[src/rtl/if_fetch_stage_pkg.sv]
// Shared constants for the IF stage: instruction class tags, MIPS opcodes, fetch FSM states.
package if_fetch_stage_pkg;

  localparam logic [3:0] INST_TYPE_NONE = 4'd0;
  localparam logic [3:0] INST_TYPE_R    = 4'd1;
  localparam logic [3:0] INST_TYPE_I    = 4'd2;
  localparam logic [3:0] INST_TYPE_MEM  = 4'd3;
  localparam logic [3:0] INST_TYPE_BR   = 4'd4;

  localparam logic [5:0] OP_RTYPE = 6'h00;
  localparam logic [5:0] OP_J     = 6'h02;
  localparam logic [5:0] OP_BEQ   = 6'h04;
  localparam logic [5:0] OP_BNE   = 6'h05;
  localparam logic [5:0] OP_LW    = 6'h23;
  localparam logic [5:0] OP_SW    = 6'h2B;

  typedef enum logic [0:0] {
    StFetch,
    StKillWait
  } fetch_state_e;

endpackage

[src/rtl/if_fetch_stage_if.sv]
// Instruction-memory req/ack bus between the fetch stage (master) and the memory (slave).
interface if_fetch_stage_if;

  logic        imem_req;
  logic [31:0] imem_addr;
  logic        imem_ack;
  logic [31:0] imem_rdata;

  modport master (
    output imem_req,
    output imem_addr,
    input  imem_ack,
    input  imem_rdata
  );

  modport slave (
    input  imem_req,
    input  imem_addr,
    output imem_ack,
    output imem_rdata
  );

endinterface

[src/rtl/if_fetch_stage_inst_classify.sv]
// Combinational opcode-to-class decoder; shared by the fetch stage and trace logic.
module if_fetch_stage_inst_classify
  import if_fetch_stage_pkg::*;
(
  input  logic [5:0] i_opcode,
  output logic [3:0] o_type
);

  always_comb begin
    o_type = INST_TYPE_I;
    unique case (i_opcode)
      OP_RTYPE:            o_type = INST_TYPE_R;
      OP_LW, OP_SW:        o_type = INST_TYPE_MEM;
      OP_BEQ, OP_BNE, OP_J: o_type = INST_TYPE_BR;
      default:             o_type = INST_TYPE_I;
    endcase
  end

endmodule

[src/rtl/if_fetch_stage.sv]
// MIPS instruction-fetch stage: owns the PC, fetches over a req/ack bus, and feeds decode
// through registered outputs with a one-entry hold buffer for acks that land during a stall.
module if_fetch_stage
  import if_fetch_stage_pkg::*;
#(
  parameter logic [31:0] RESET_PC = 32'h0000_0000,
  parameter int unsigned NUM_W    = 4
) (
  input  logic             clk,
  input  logic             rst,
  input  logic             cu_wpcir,
  input  logic             cu_branch,
  input  logic [31:0]      ID_new_pc,
  if_fetch_stage_if.master imem,
  output logic [31:0]      if_inst,
  output logic [31:0]      if_pc4,
  output logic [3:0]       IF_ins_type,
  output logic [NUM_W-1:0] IF_ins_number
);

  fetch_state_e     r_state, w_state_nxt;
  logic [31:0]      r_pc, w_pc_nxt;
  logic [31:0]      r_kill_addr, w_kill_addr_nxt;
  logic             r_buf_valid, w_buf_valid_nxt;
  logic [31:0]      r_buf_inst, w_buf_inst_nxt;
  logic [31:0]      r_inst;
  logic [31:0]      r_pc4;
  logic [3:0]       r_type;
  logic [NUM_W-1:0] r_num;

  logic        w_req;
  logic        w_ack;
  logic        w_deliver;
  logic        w_bubble;
  logic [31:0] w_pc_plus4;
  logic [31:0] w_del_inst;
  logic [31:0] w_del_pc4;
  logic [3:0]  w_del_type;

  assign w_pc_plus4 = r_pc + 32'd4;

  // Reset gates the request so a late ack during/after reset can never be accepted.
  assign w_req = ~rst & ((r_state == StKillWait) | ~r_buf_valid);
  assign w_ack = w_req & imem.imem_ack;

  assign imem.imem_req  = w_req;
  assign imem.imem_addr = (r_state == StKillWait) ? r_kill_addr : r_pc;

  always_comb begin
    w_state_nxt     = r_state;
    w_pc_nxt        = r_pc;
    w_kill_addr_nxt = r_kill_addr;
    w_buf_valid_nxt = r_buf_valid;
    w_buf_inst_nxt  = r_buf_inst;
    w_deliver       = 1'b0;
    w_bubble        = 1'b0;
    w_del_inst      = imem.imem_rdata;
    w_del_pc4       = w_pc_plus4;

    unique case (r_state)
      StFetch: begin
        if (cu_wpcir) begin
          if (w_ack) begin
            w_buf_valid_nxt = 1'b1;
            w_buf_inst_nxt  = imem.imem_rdata;
            w_pc_nxt        = w_pc_plus4;
          end
        end else if (cu_branch) begin
          w_bubble        = 1'b1;
          w_buf_valid_nxt = 1'b0;
          w_pc_nxt        = ID_new_pc;
          if (w_req && !imem.imem_ack) begin
            w_state_nxt     = StKillWait;
            w_kill_addr_nxt = r_pc;
          end
        end else if (r_buf_valid) begin
          // pc already advanced past the buffered word, so it equals that word's pc+4.
          w_deliver       = 1'b1;
          w_del_inst      = r_buf_inst;
          w_del_pc4       = r_pc;
          w_buf_valid_nxt = 1'b0;
        end else if (w_ack) begin
          w_deliver = 1'b1;
          w_pc_nxt  = w_pc_plus4;
        end else begin
          w_bubble = 1'b1;
        end
      end

      StKillWait: begin
        if (w_ack) begin
          w_state_nxt = StFetch;
        end
        if (!cu_wpcir) begin
          w_bubble = 1'b1;
          if (cu_branch) begin
            w_pc_nxt = ID_new_pc;
          end
        end
      end

      default: begin
        w_state_nxt = StFetch;
      end
    endcase
  end

  if_fetch_stage_inst_classify u_classify (
    .i_opcode (w_del_inst[31:26]),
    .o_type   (w_del_type)
  );

  always_ff @(posedge clk or posedge rst) begin
    if (rst) begin
      r_state     <= StFetch;
      r_pc        <= RESET_PC;
      r_kill_addr <= '0;
      r_buf_valid <= 1'b0;
      r_buf_inst  <= '0;
      r_inst      <= '0;
      r_pc4       <= '0;
      r_type      <= INST_TYPE_NONE;
      r_num       <= '0;
    end else begin
      r_state     <= w_state_nxt;
      r_pc        <= w_pc_nxt;
      r_kill_addr <= w_kill_addr_nxt;
      r_buf_valid <= w_buf_valid_nxt;
      r_buf_inst  <= w_buf_inst_nxt;
      if (w_deliver) begin
        r_inst <= w_del_inst;
        r_pc4  <= w_del_pc4;
        r_type <= w_del_type;
        r_num  <= r_num + {{(NUM_W-1){1'b0}}, 1'b1};
      end else if (w_bubble) begin
        r_inst <= '0;
        r_type <= INST_TYPE_NONE;
      end
    end
  end

  assign if_inst       = r_inst;
  assign if_pc4        = r_pc4;
  assign IF_ins_type   = r_type;
  assign IF_ins_number = r_num;

endmodule

[src/flat_wrapper.sv]
// flat-port wrapper written by rule: the top's interface ports become plain ports
module if_fetch_stage_flat import if_fetch_stage_pkg::*;
#(
  parameter logic [31:0] RESET_PC = 32'h0000_0000,
  parameter int unsigned NUM_W    = 4
)
  (clk, rst, cu_wpcir, cu_branch, ID_new_pc, if_inst, if_pc4, IF_ins_type, IF_ins_number, imem_imem_req, imem_imem_addr, imem_imem_ack, imem_imem_rdata);
  if_fetch_stage_if imem_i ();
  input  logic clk;
  input  logic rst;
  input  logic cu_wpcir;
  input  logic cu_branch;
  input  logic [31:0] ID_new_pc;
  output logic [31:0] if_inst;
  output logic [31:0] if_pc4;
  output logic [3:0] IF_ins_type;
  output logic [NUM_W-1:0] IF_ins_number;
  output wire logic [$bits(imem_i.imem_req)-1:0] imem_imem_req;
  output wire logic [$bits(imem_i.imem_addr)-1:0] imem_imem_addr;
  input wire logic [$bits(imem_i.imem_ack)-1:0] imem_imem_ack;
  input wire logic [$bits(imem_i.imem_rdata)-1:0] imem_imem_rdata;
  assign imem_imem_req = imem_i.imem_req;
  assign imem_imem_addr = imem_i.imem_addr;
  assign imem_i.imem_ack = imem_imem_ack;
  assign imem_i.imem_rdata = imem_imem_rdata;
  if_fetch_stage #(.RESET_PC(RESET_PC), .NUM_W(NUM_W)) u_core (.clk(clk), .rst(rst), .cu_wpcir(cu_wpcir), .cu_branch(cu_branch), .ID_new_pc(ID_new_pc), .imem(imem_i), .if_inst(if_inst), .if_pc4(if_pc4), .IF_ins_type(IF_ins_type), .IF_ins_number(IF_ins_number));
endmodule
[config.mk]
export PLATFORM = sky130hd
export DESIGN_NAME = if_fetch_stage_flat
export DESIGN_NICKNAME = d
export VERILOG_FILES = /design/src/rtl/if_fetch_stage_pkg.sv /design/src/rtl/if_fetch_stage_if.sv /design/src/rtl/if_fetch_stage_inst_classify.sv /design/src/rtl/if_fetch_stage.sv /design/src/flat_wrapper.sv
export SDC_FILE = /design/constraint.sdc
export NUM_CORES = 1
export LEC_CHECK = 0
export BUFFER_PORTS_ARGS = -buffer_cell sky130_fd_sc_hd__buf_4
export CORE_MARGIN = 5
export CORE_UTILIZATION = 55
export CTS_CLUSTER_DIAMETER = 30
export DETAILED_ROUTE_END_ITERATION = 10
export GPL_TIMING_DRIVEN = 0
export HOLD_SLACK_MARGIN = 0.03
export PLACE_DENSITY = 0.8
export SLEW_MARGIN = 10
export SYNTH_ARGS = -nofsm -noshare
export SYNTH_HDL_FRONTEND = slang
export SYNTH_SLANG_ARGS = --single-unit
export TNS_END_PERCENT = 100
[constraint.sdc]
create_clock -name clk -period 7.6 [get_ports clk]
set_clock_uncertainty 0.15 [all_clocks]
set_input_delay 0.76 -clock clk [delete_from_list [all_inputs] [get_ports clk]]
set_output_delay 0.76 -clock clk [all_outputs]
set_load 0.05 [all_outputs]
# Yosys cells after proc, flatten, opt, wreduce, memory -nomap -nowiden
# Index checks and enable logic that the tools add are counted.
# W data, S select, Z words.
dict set report totals {
  regBits 170
  word_cells 75
  out_inout_bits 105
  inputBits 69
}
dict set report op_classes {
  n_eq_ne 9
  addsub 2
  reduce_logical 10
  bitwise 7
  mux 38
}
# op n
set op_table {}
lappend op_table {{$mux W32} 17}
lappend op_table {{$pmux W32 S2} 1}
lappend op_table {{$add A32 B3 Y32 const B} 1}
lappend op_table {{$mux W1} 15}
lappend op_table {{$eq A6 B3 Y1 const B} 2}
lappend op_table {{$eq A6 B6 Y1 const B} 2}
lappend op_table {{$pmux W3 S3} 1}
lappend op_table {{$mux W4} 2}
lappend op_table {{$eq A6 B2 Y1 const B} 1}
lappend op_table {{$logic_not A6 Y1} 1}
lappend op_table {{$reduce_and A3 Y1} 2}
lappend op_table {{$add A4 B1 Y4 const B} 1}
lappend op_table {{$ne A2 B2 Y1 const B} 2}
lappend op_table {{$ne A4 B4 Y1 const B} 1}
lappend op_table {{$not A1 Y1} 4}
lappend op_table {{$pmux W1 S2} 2}
lappend op_table {{$reduce_and A4 Y1} 1}
lappend op_table {{$reduce_or A3 Y1} 1}
lappend op_table {{$and A1 B1 Y1} 2}
lappend op_table {{$ne A2 B1 Y1 const B} 1}
lappend op_table {{$reduce_and A2 Y1} 1}
lappend op_table {{$reduce_bool A2 Y1} 1}
lappend op_table {{$reduce_or A2 Y1} 1}
lappend op_table {{$logic_and A1 B1 Y1} 1}
lappend op_table {{other kinds (2)} 2}

# Longest topological paths before layout
# Gate-level depths: netlist of run 1.
dict set report depth {
  word_depth 11
  mapped_depth 7
  depth_no_buf 6
}

# By module
# Synthesis of run 1 repeated with hierarchy kept, for this count alone.
dict set report hier_totals {
  cells_unflattened 768
  area_unflattened_um2 8272.9
}
# module seq_area_each_um2 area_per_inst_um2 cells_each instances
set by_module_without_submodules {}
lappend by_module_without_submodules {if_fetch_stage 4254.1 8192.9 757 1}
lappend by_module_without_submodules {if_fetch_stage_inst_classify 0.0 80.1 11 1}

# Worst setup path before layout of run 1
# Ideal clock, no wire load.
dict set report synth_timing {
  path_kind {input port to flip-flop}
  start {in rst}
  end {reg u_core.r_pc[31]}
  setup_time_ns 0.142
  n_path_buf 0
  cell_stages 4
  t_required_ns 7.308
  arrival_ns 5.151
  setup_slack_ns 2.157
  cell_sequence {inv_1 > nand2_1 > o311ai_0 > nand3_1}
}
dict set report synth_via {
  elab_chain_cells 8
}
# element line
set synth_lines {}
lappend synth_lines {{start, declared} flat_wrapper.sv:10} ;# input logic rst;
lappend synth_lines {{$not A1 Y1 *} if_fetch_stage.sv:43} ;# assign w_req = ~rst & ((r_state == StKillWait) | ~r_buf_valid);
lappend synth_lines {{$and A1 B1 Y1 *} if_fetch_stage.sv:43}
lappend synth_lines {{$and A1 B1 Y1 *} if_fetch_stage.sv:44} ;# assign w_ack = w_req & imem.imem_ack;
lappend synth_lines {{$mux W32 *} n/a}
lappend synth_lines {{$mux W32 (2 in series)} n/a}
lappend synth_lines {{$mux W32 *} n/a}
lappend synth_lines {{$pmux W32 S2 *} n/a}
lappend synth_lines {{end signal, assigned} if_fetch_stage.sv:126} ;# r_pc <= w_pc_nxt;
lappend synth_lines {{end, declared} if_fetch_stage.sv:22} ;# logic [31:0] r_pc, w_pc_nxt;
# Mark *: on every way between the ends. The rest lies on a longest branch, timed or not. The select of a mux whose other input is x is not followed.
# A chain may end at the register's enable or synchronous reset.

# Final worst setup path of run 1
dict set report layout_timing {
  start {reg u_core.r_state}
  end {out imem_imem_addr[15]}
}
dict set report layout_via {
  elab_chain_cells 1
}
# element line
set layout_lines {}
lappend layout_lines {{start, declared} if_fetch_stage.sv:21} ;# fetch_state_e r_state, w_state_nxt;
lappend layout_lines {{start signal, assigned} if_fetch_stage.sv:115} ;# r_state <= StFetch;
lappend layout_lines {{start signal, assigned} if_fetch_stage.sv:125} ;# r_state <= w_state_nxt;
lappend layout_lines {{$mux W32} if_fetch_stage.sv:47} ;# assign imem.imem_addr = (r_state == StKillWait) ? r_kill_addr : r_pc;
lappend layout_lines {{end, declared} flat_wrapper.sv:19} ;# output wire logic [$bits(imem_i.imem_addr)-1:0] imem_imem_addr;
# No other way between the ends.

==> out/qor.yml, run 1 <==
routing:
  vias: 6768
  dr.first_iter.drc_count: 494
  drt-vias-per-instance: 5.72
  final_antenna_net_count: 0
  drc: 0
  detail_route.wl_per_cell_um: 18.5
  wl_mm: 21.9
  drt_pre_antenna_iters: 4
synthesis:
  synth_seq_area_share: 0.514
  ys_ff_latch: 169
  avgSynthCellArea_sq_um: 10.4
  syn_area_sq_um: 8220
  yosys_warnings: 0
  synth_common_cells: "169 x dfrtp_1, 156 x nand2_1, 94 x mux2_2"
  yosys.cell_count.top_type: "dfrtp_1"
  synth_nets: 865
  yosysTopAreaCell: "dfrtp_1"
  synth_area_leaders: "dfrtp_1 51%, mux2_2 13%, nand2_1 7.1%, xor2_1 4.0%, o21ai_0 3.8%"
  ys.flop_type: "dfrtp_1"
  postSynth.asyncResetShare: 1.00
  synth_cell_types: 49
  synthCells: 794
  yosysTopAreaCellShare: 0.514
  synth_edf_count: 0
power:
  power.total_mw: 3.42
  switching_share: 0.366
  power_switching_mw: 1.25
  p_seq_frac: 0.370
  power.density_nw_per_um2: 327
  p_int_mw: 2.17
  power.leakage_nw: 4.75
  p_comb_frac: 0.340
  clkPwrFrac: 0.290
  vdd_drop_max_v: 0.000161
worst_setup_path:
  crit_arrival_ns: 2.63
  critPathRequiredTime_ns: 6.69
  cp-end-kind: "primary output"
  critPathKind: "flop to primary output"
  crit_path_start_kind: "flop"
  path_max_fanout: 10
global_route:
  grt_pass1_wl_mm: 36.1
  antenna_found_initial: 0
  grt_max_degree: 117
  grtUsageTotal: 0.254
  grt_pass1_vias: 6956
  grt_overflow: 0
clock_network:
  cts.sinks: 169
  clk_pin_slew_worst_paths_ns: 0.06
  clk_latency_ns: 0.43
  htree_levels: 4
  hold_buffers: 0
  post_cts_resized: 0
  post-cts-setup-buffers: 0
  clockBufferDepth: 2
  cts_tree: "built"
  cts_buffers: 17
  ctsRootBufferMaster: "clkbuf_16"
timing:
  finalSetupViolations: 0
  hold_slack_ns: 0.229
  slew_violations: 0
  rsz0062_at_grt: "false"
  clock.fmax_ghz: 0.282
  slew_headroom: 0.268
  setup_tns_ns: 0
  hold_viol: 0
  fin_crit_sh: 0.466
  worst_pin_slew_ns: 1.09
  worst_slack_ns: 4.06
  layout_min_cycle_time_ns: 3.54
outcome:
  status: "complete, no violations"
die:
  io_pins: 174
  die_w_um: 132
  die_height_um: 132
  core_area_sq_um: 14600
  start_util: 0.564
  num_rows: 44
  fp.dieArea_sq_um: 17500
final_layout:
  syn_to_final_growth_pct: 27.3
  multi_input_area_sq_um: 3690
  final_nets: 1057
  antenna_cells: 0
  final_core_util: 0.717
  fill_cells: 1061
  area.sequential_sq_um: 4230
  drive_gt1_frac: 0.331
placed_design:
  gp_congestion: 0.878
  place_hpwl_mm: 15.6
  dp_slack_ns: 4.51
  numPortBuffers: 172
worst_hold_path:
  hp-class: "input port to async pin"
flow_run:
  maxCapViolCount: 0
## layout make-up
type                            instances  share of cell area
Clock buffer                           21              0.0440
Sequential cell                       169               0.404
Tap cell                              184              0.0220
Timing Repair Buffer                  173               0.126
Multi-Input combinational cell        553               0.352
Buffer                                 69              0.0288
Clock inverter                         11              0.0208
Inverter                                3             0.00179
## critical path: stages (launching register included)
cell and delay [ns]:
dfrtp_1 0.35, buf_6 0.13, clkbuf_1 0.48, clkbuf_1 0.60, mux2_2 0.44, buf_4 0.20
## logic make-up after synthesis
group / count (synthesis) / synth area share
simple gates: 281 / 0.164
xor+xnor: 57 / 0.0607
fa+ha+maj: 2 / 0.00304
buf+inv: 72 / 0.0380
compound gates: 112 / 0.0837
flops: 169 / 0.514
other cells: 1 / 0.000456
mux: 100 / 0.136
## stage by stage
stage | cell area [sq um] | std cells
floorplan | 8220 | 794
global placement | 9740 | 1150
detailed placement | 9790 | 1151
CTS | 10500 | 1183
global route | 10500 | 1183
finish | 10500 | 1183
## power groups by stage
stage               logic [mW]  clock network [mW]  registers (mW)
finish                    1.16               0.993            1.27
global route              1.24                1.04            1.29
CTS                       1.17                1.00            1.26
detailed placement        1.17                   0            1.28
global placement          1.15                   0            1.26
floorplan                0.554                   0            1.54
## registers in the layout, indices dropped and copies added, names as in the netlist
| signal | count |
|---|---|
| u_core.if_inst | 32 |
| u_core.r_buf_valid | 1 |
| u_core.if_pc4 | 32 |
| u_core.r_pc | 32 |
| u_core.r_buf_inst | 32 |
| u_core.r_kill_addr | 32 |
| u_core.IF_ins_number | 4 |
| u_core.IF_ins_type | 3 |
| u_core.r_state | 1 |
## path summary, 6_finish.rpt
check	startpoint	end	slack, ns	cells after the start
worst min register to register	u_core.if_pc4[24]	u_core.if_pc4[24]	0.33	2
max in group asynchronous	rst	u_core.r_buf_inst[22]	6.23	3
worst min-delay path	rst	u_core.if_pc4[30]	0.23	2
min in group clk	u_core.if_pc4[24]	u_core.if_pc4[24]	0.33	2
worst max-delay path	u_core.r_state	imem_imem_addr[15]	4.06	5
worst max register to register	u_core.r_buf_valid	u_core.r_buf_inst[26]	4.87	5
## cells in the final DEF, fill, tap and decap left out, drive strengths merged, types with 4 or more instances in the layout
cell and count:
o21ai 67, nand3 27, nand2 156, clkbuf 66, nand4 22, a31oi 6
mux2 94, a21oi 6, xor2 38, nor3 9, buf 197, and2 4
xnor2 19, o221ai 26, nor2 26, mux2i 6, or4 4, nor4 11
dfrtp 169, nor2b 6, bufinv 6
## per-layer routing
layer / global-route usage / share of wire
met1: 0.329 / 0.42
met2: 0.399 / 0.47
met3: 0.0859 / 0.085
met4: 0.0933 / 0.027
met5: 0 / 0
No activity file was read; power rests on OpenSTA's default activity.
==> run 2: changes to the inputs <==
- CORE_UTILIZATION: 55 -> 50
- PLACE_DENSITY: 0.8 -> 0.77
- clock period: 7.6 -> 2.92 ns (I/O delays scaled with it)
==> out/qor.yml, run 2 (synthesized netlist as in run 1, its figures left out) <==
timing:
  fin_crit_sh: 0.963
  finalSetupViolations: 0
  rsz0062_at_grt: "false"
  slew_headroom: 0.218
  hold_viol: 0
  slew_violations: 0
  worst_pin_slew_ns: 1.17
  layout_min_cycle_time_ns: 2.81
  clock.fmax_ghz: 0.356
worst_setup_path:
  cp_slowest_cell: "nor4b_2"
  reg2regPathDepth: 5
  rrSetupSlack_ns: 0.13
  critPathKind: "input port to flop"
  crit_path_start_kind: "input port"
  cp-end-kind: "flop"
  r2r_end: "u_core.r_buf_inst[5]"
  critPathMaxStageDelay_ns: 0.95
  crit_arrival_ns: 2.97
  path_max_fanout: 10
  regToRegStartpoint: "u_core.r_buf_valid"
  critPathRequiredTime_ns: 3.08
  crit_path_cell_trace: "dlygate4sd3_1 -> buf_4 -> nor4b_2 -> nand2_1 -> buf_2 -> mux2_2"
clock_network:
  cts_buffers: 17
  ctsRootBufferMaster: "clkbuf_16"
  post-cts-setup-buffers: 0
  clk_latency_ns: 0.43
  clk_pin_slew_worst_paths_ns: 0.06
  clockBufferDepth: 2
  cts.sinks: 169
  cts_tree: "built"
  htree_levels: 4
placed_design:
  place_inst: 1186
  place_hpwl_mm: 15.9
  gp_congestion: 0.867
  numPortBuffers: 172
routing:
  final_antenna_net_count: 0
  wl_mm: 23.1
  dr.first_iter.drc_count: 381
  drt-vias-per-instance: 5.45
  detail_route.wl_per_cell_um: 18.0
  drc: 0
  vias: 6986
  drt_pre_antenna_iters: 5
global_route:
  grt_overflow: 0
  grtUsageTotal: 0.242
  antenna_found_initial: 0
  grt_max_degree: 40
  grt_pass1_vias: 7205
  grt_pass1_wl_mm: 38.0
final_layout:
  finalNonFillerCells: 1282
  syn_to_final_growth_pct: 35.1
  mostFrequentLayoutCell: "buf_4"
  final_core_util: 0.694
  antenna_cells: 0
  drive_gt1_frac: 0.314
  final_nets: 1125
  most-common-layout-cells: "173 x buf_4, 169 x dfrtp_1, 156 x nand2_1"
die:
  core_area_sq_um: 16000
  die_height_um: 138
  num_rows: 46
  fp.dieArea_sq_um: 19100
  start_util: 0.514
  die_w_um: 138
  io_pins: 174
power:
  p_int_mw: 5.38
  power_switching_mw: 3.26
  vdd_drop_max_v: 0.000422
  p_seq_frac: 0.383
  power.density_nw_per_um2: 778
  switching_share: 0.378
  clkPwrFrac: 0.258
  p_comb_frac: 0.360
  power.leakage_nw: 5.00
worst_hold_path:
  hold_path.startpoint: "imem_imem_ack"
  min_path_cells: 3
  min_to: "u_core.r_state"
  hp-class: "input port to flop"
outcome:
  status: "complete, no violations"
flow_run:
  maxCapViolCount: 0
run 2: repair_timing:
action,4_1_cts,5_1_grt
gates cloned,0,0
resized for setup,2,3
endpoints found under the hold margin,110,0
setup endpoints to repair,20,6
hold buffers,65,0
run 2: worst max path at each step:
stage	startpoint	end	slack, ns	cells after the start
floorplan	rst	u_core.r_pc[15]	-0.63	5
global placement	rst	u_core.r_pc[15]	-2.04	6
detailed placement	u_core.r_buf_valid	u_core.r_buf_inst[5]	0.19	5
CTS	u_core.r_state	imem_imem_addr[30]	0.05	5
global route	rst	u_core.r_buf_inst[4]	0.02	6
finish	rst	u_core.r_buf_inst[5]	0.11	6
run 2: stage by stage:
stage	setup slack, ns	setup TNS [ns]	cell area [sq um]	hold WS (ns)	total power, mW
global route	0.0163	0	11100	0.144	9.04
floorplan	-0.626	-2.32	8230	0.247	5.45
CTS	0.0495	0	11100	0.112	8.66
detailed placement	0.191	0	9870	0.317	6.37
global placement	-2.04	-151.11	9790	0.313	6.28
finish	0.108	0	11100	0.124	8.64
run 2: cell type report:
type / count / area (sq um)
Sequential cell: 169 / 4230
Tap cell: 216 / 270
Timing Repair Buffer: 241 / 2020
Clock inverter: 7 / 92.6
Multi-Input combinational cell: 553 / 3690
Inverter: 3 / 15.0
Buffer: 69 / 305
Clock buffer: 24 / 482
Fill cell: 1220 / 4890
run 2: power by group through the flow:
| stage | clock (mW) | sequential, mW | combinational, mW |
|---|---|---|---|
| final | 2.23 | 3.31 | 3.11 |
| after global routing | 2.36 | 3.37 | 3.31 |
| after CTS | 2.25 | 3.29 | 3.12 |
| after detailed placement | 0 | 3.32 | 3.04 |
| after global placement | 0 | 3.29 | 2.99 |
| after floorplan | 0 | 4.01 | 1.44 |
run 2: metal layers:
| metal | up-vias | routed length [um] | global-route usage |
|---|---|---|---|
| met2 | 214 | 11400 | 0.404 |
| met3 | 33 | 1490 | 0.0638 |
| met1 | 3450 | 9770 | 0.311 |
| li1 | 3289 | - | - |
| met5 | - | 0 | 0 |
| met4 | 0 | 448 | 0.0744 |
run 2: worst max-delay path: cells and delay by family:
family                 cells  cell delay (ns)
muxes                      1             0.29
and+or+nand+nor            2             1.35
buffers and inverters      3             1.02
==> run 3: changes to the inputs <==
- CORE_MARGIN: 5 -> 1.5
- GPL_TIMING_DRIVEN: 0 -> unset
==> out/qor.yml, run 3 (synthesized netlist as in run 1, its figures left out) <==
timing:
  layout_min_cycle_time_ns: 2.51
  worst_pin_slew_ns: 0.839
  slew_headroom: 0.436
  slew_violations: 0
  hold_viol: 0
  finalSetupViolations: 0
  clock.fmax_ghz: 0.398
  worst_slack_ns: 0.407
  fin_crit_sh: 0.860
  setup_tns_ns: 0
  rsz0062_at_grt: "false"
placed_design:
  placed_area_sq_um: 9690
  dp_slack_ns: 0.425
  place_hpwl_mm: 13.8
  gp_congestion: 0.845
  place_inst: 1133
  numPortBuffers: 172
final_layout:
  mostFrequentLayoutCell: "buf_4"
  drive_gt1_frac: 0.329
  final_nets: 1072
  syn_to_final_growth_pct: 33.1
  most-common-layout-cells: "190 x buf_4, 168 x dfrtp_1, 156 x nand2_1"
  final_area_sq_um: 10900
  antenna_cells: 0
  finalNonFillerCells: 1230
clock_network:
  clockBufferDepth: 2
  post_cts_resized: 0
  cts_tree: "built"
  cts_buffers: 17
  htree_levels: 4
  ctsRootBufferMaster: "clkbuf_16"
  cts.sinks: 169
  clk_latency_ns: 0.43
  clk_pin_slew_worst_paths_ns: 0.07
routing:
  drt_pre_antenna_iters: 5
  vias: 6737
  final_antenna_net_count: 0
  drt-vias-per-instance: 5.48
  detail_route.wl_per_cell_um: 17.3
  drc: 0
  wl_mm: 21.3
  dr.first_iter.drc_count: 443
die:
  num_rows: 46
  core_area_sq_um: 16000
  io_pins: 174
  fp.dieArea_sq_um: 17200
  die_height_um: 131
  die_w_um: 131
  start_util: 0.514
global_route:
  antenna_found_initial: 0
  grt_max_degree: 114
  grt_pass1_wl_mm: 35.0
  grt_overflow: 0
  grtUsageTotal: 0.255
  grt_pass1_vias: 6753
worst_setup_path:
  crit_path_start_kind: "flop"
  cp-end-kind: "flop"
  reg2regPathDepth: 6
  path_max_fanout: 8
  crit_arrival_ns: 2.66
  critPathKind: "flop to flop"
  cp_slowest_cell: "nor4_2"
  critPathRequiredTime_ns: 3.07
  critPathMaxStageDelay_ns: 0.76
  crit_path_cell_trace: "ha_1 -> nand4_1 -> nor4_2 -> nor2b_1 -> xnor2_1 -> o21ai_0"
power:
  power.density_nw_per_um2: 791
  power.leakage_nw: 4.93
  power.total_mw: 8.65
  vdd_drop_max_v: 0.000631
worst_hold_path:
  min_path_cells: 3
  hp-class: "input port to flop"
outcome:
  status: "complete, no violations"
flow_run:
  maxCapViolCount: 0
## run 3: cell type report
cell class              instances  area [sq um]
well taps                     216           270
fillers                      1249          5060
repair buffers                257          2120
clock buffers                  17           425
flip-flops and latches        169          4230
clock inverters                15           178
multi-input cells             553          3710
inverters                       3          15.0
## run 3: power breakdown
group	switching, mW	internal (mW)	leakage, nW
clock	0.956	1.35	0.293
sequential	0.485	2.94	2.13
combinational	1.84	1.09	2.51
total	3.28	5.38	4.93
## run 3: worst max-delay path, delay by kind of cell, from the launching register on
family          cells  cell delay (ns)
compound gates      1             0.09
flops               1             0.47
simple gates        3             1.25
xor+xnor            1             0.14
fa+ha+maj           1             0.30
## run 3: worst paths after layout
kind	startpoint	end	slack, ns
worst max-delay path	u_core.r_pc[3]	u_core.if_pc4[18]	0.41
worst min-delay path	ID_new_pc[27]	u_core.r_pc[27]	0.05
worst max register to register	u_core.r_pc[3]	u_core.if_pc4[18]	0.41
worst min register to register	u_core.if_pc4[11]	u_core.if_pc4[11]	0.33
max in group asynchronous	rst	u_core.r_pc[29]	1.53
min in group asynchronous	rst	u_core.r_buf_valid	0.54
## run 3: routing by layer
metal	vias up	GRT usage	wire, um
li1	3189	-	-
met3	30	0.0559	1160
met4	0	0.0755	320
met1	3302	0.331	9160
met5	-	0	0
met2	216	0.430	10700
## run 3: timing repair
item / in CTS / in global routing
hold buffers: 65 / 0
buffers inserted: 0 / 0
endpoints found under the hold margin: 201 / 0
## run 3: stage by stage
stage | hold slack (ns) | util
5_1_grt | 0.0478 | 0.684
3_3_place_gp | 0.312 | 0.606
6_report | 0.0486 | 0.684
2_1_floorplan | 0.247 | -
4_1_cts | 0.0384 | 0.684
3_5_place_dp | 0.316 | 0.606
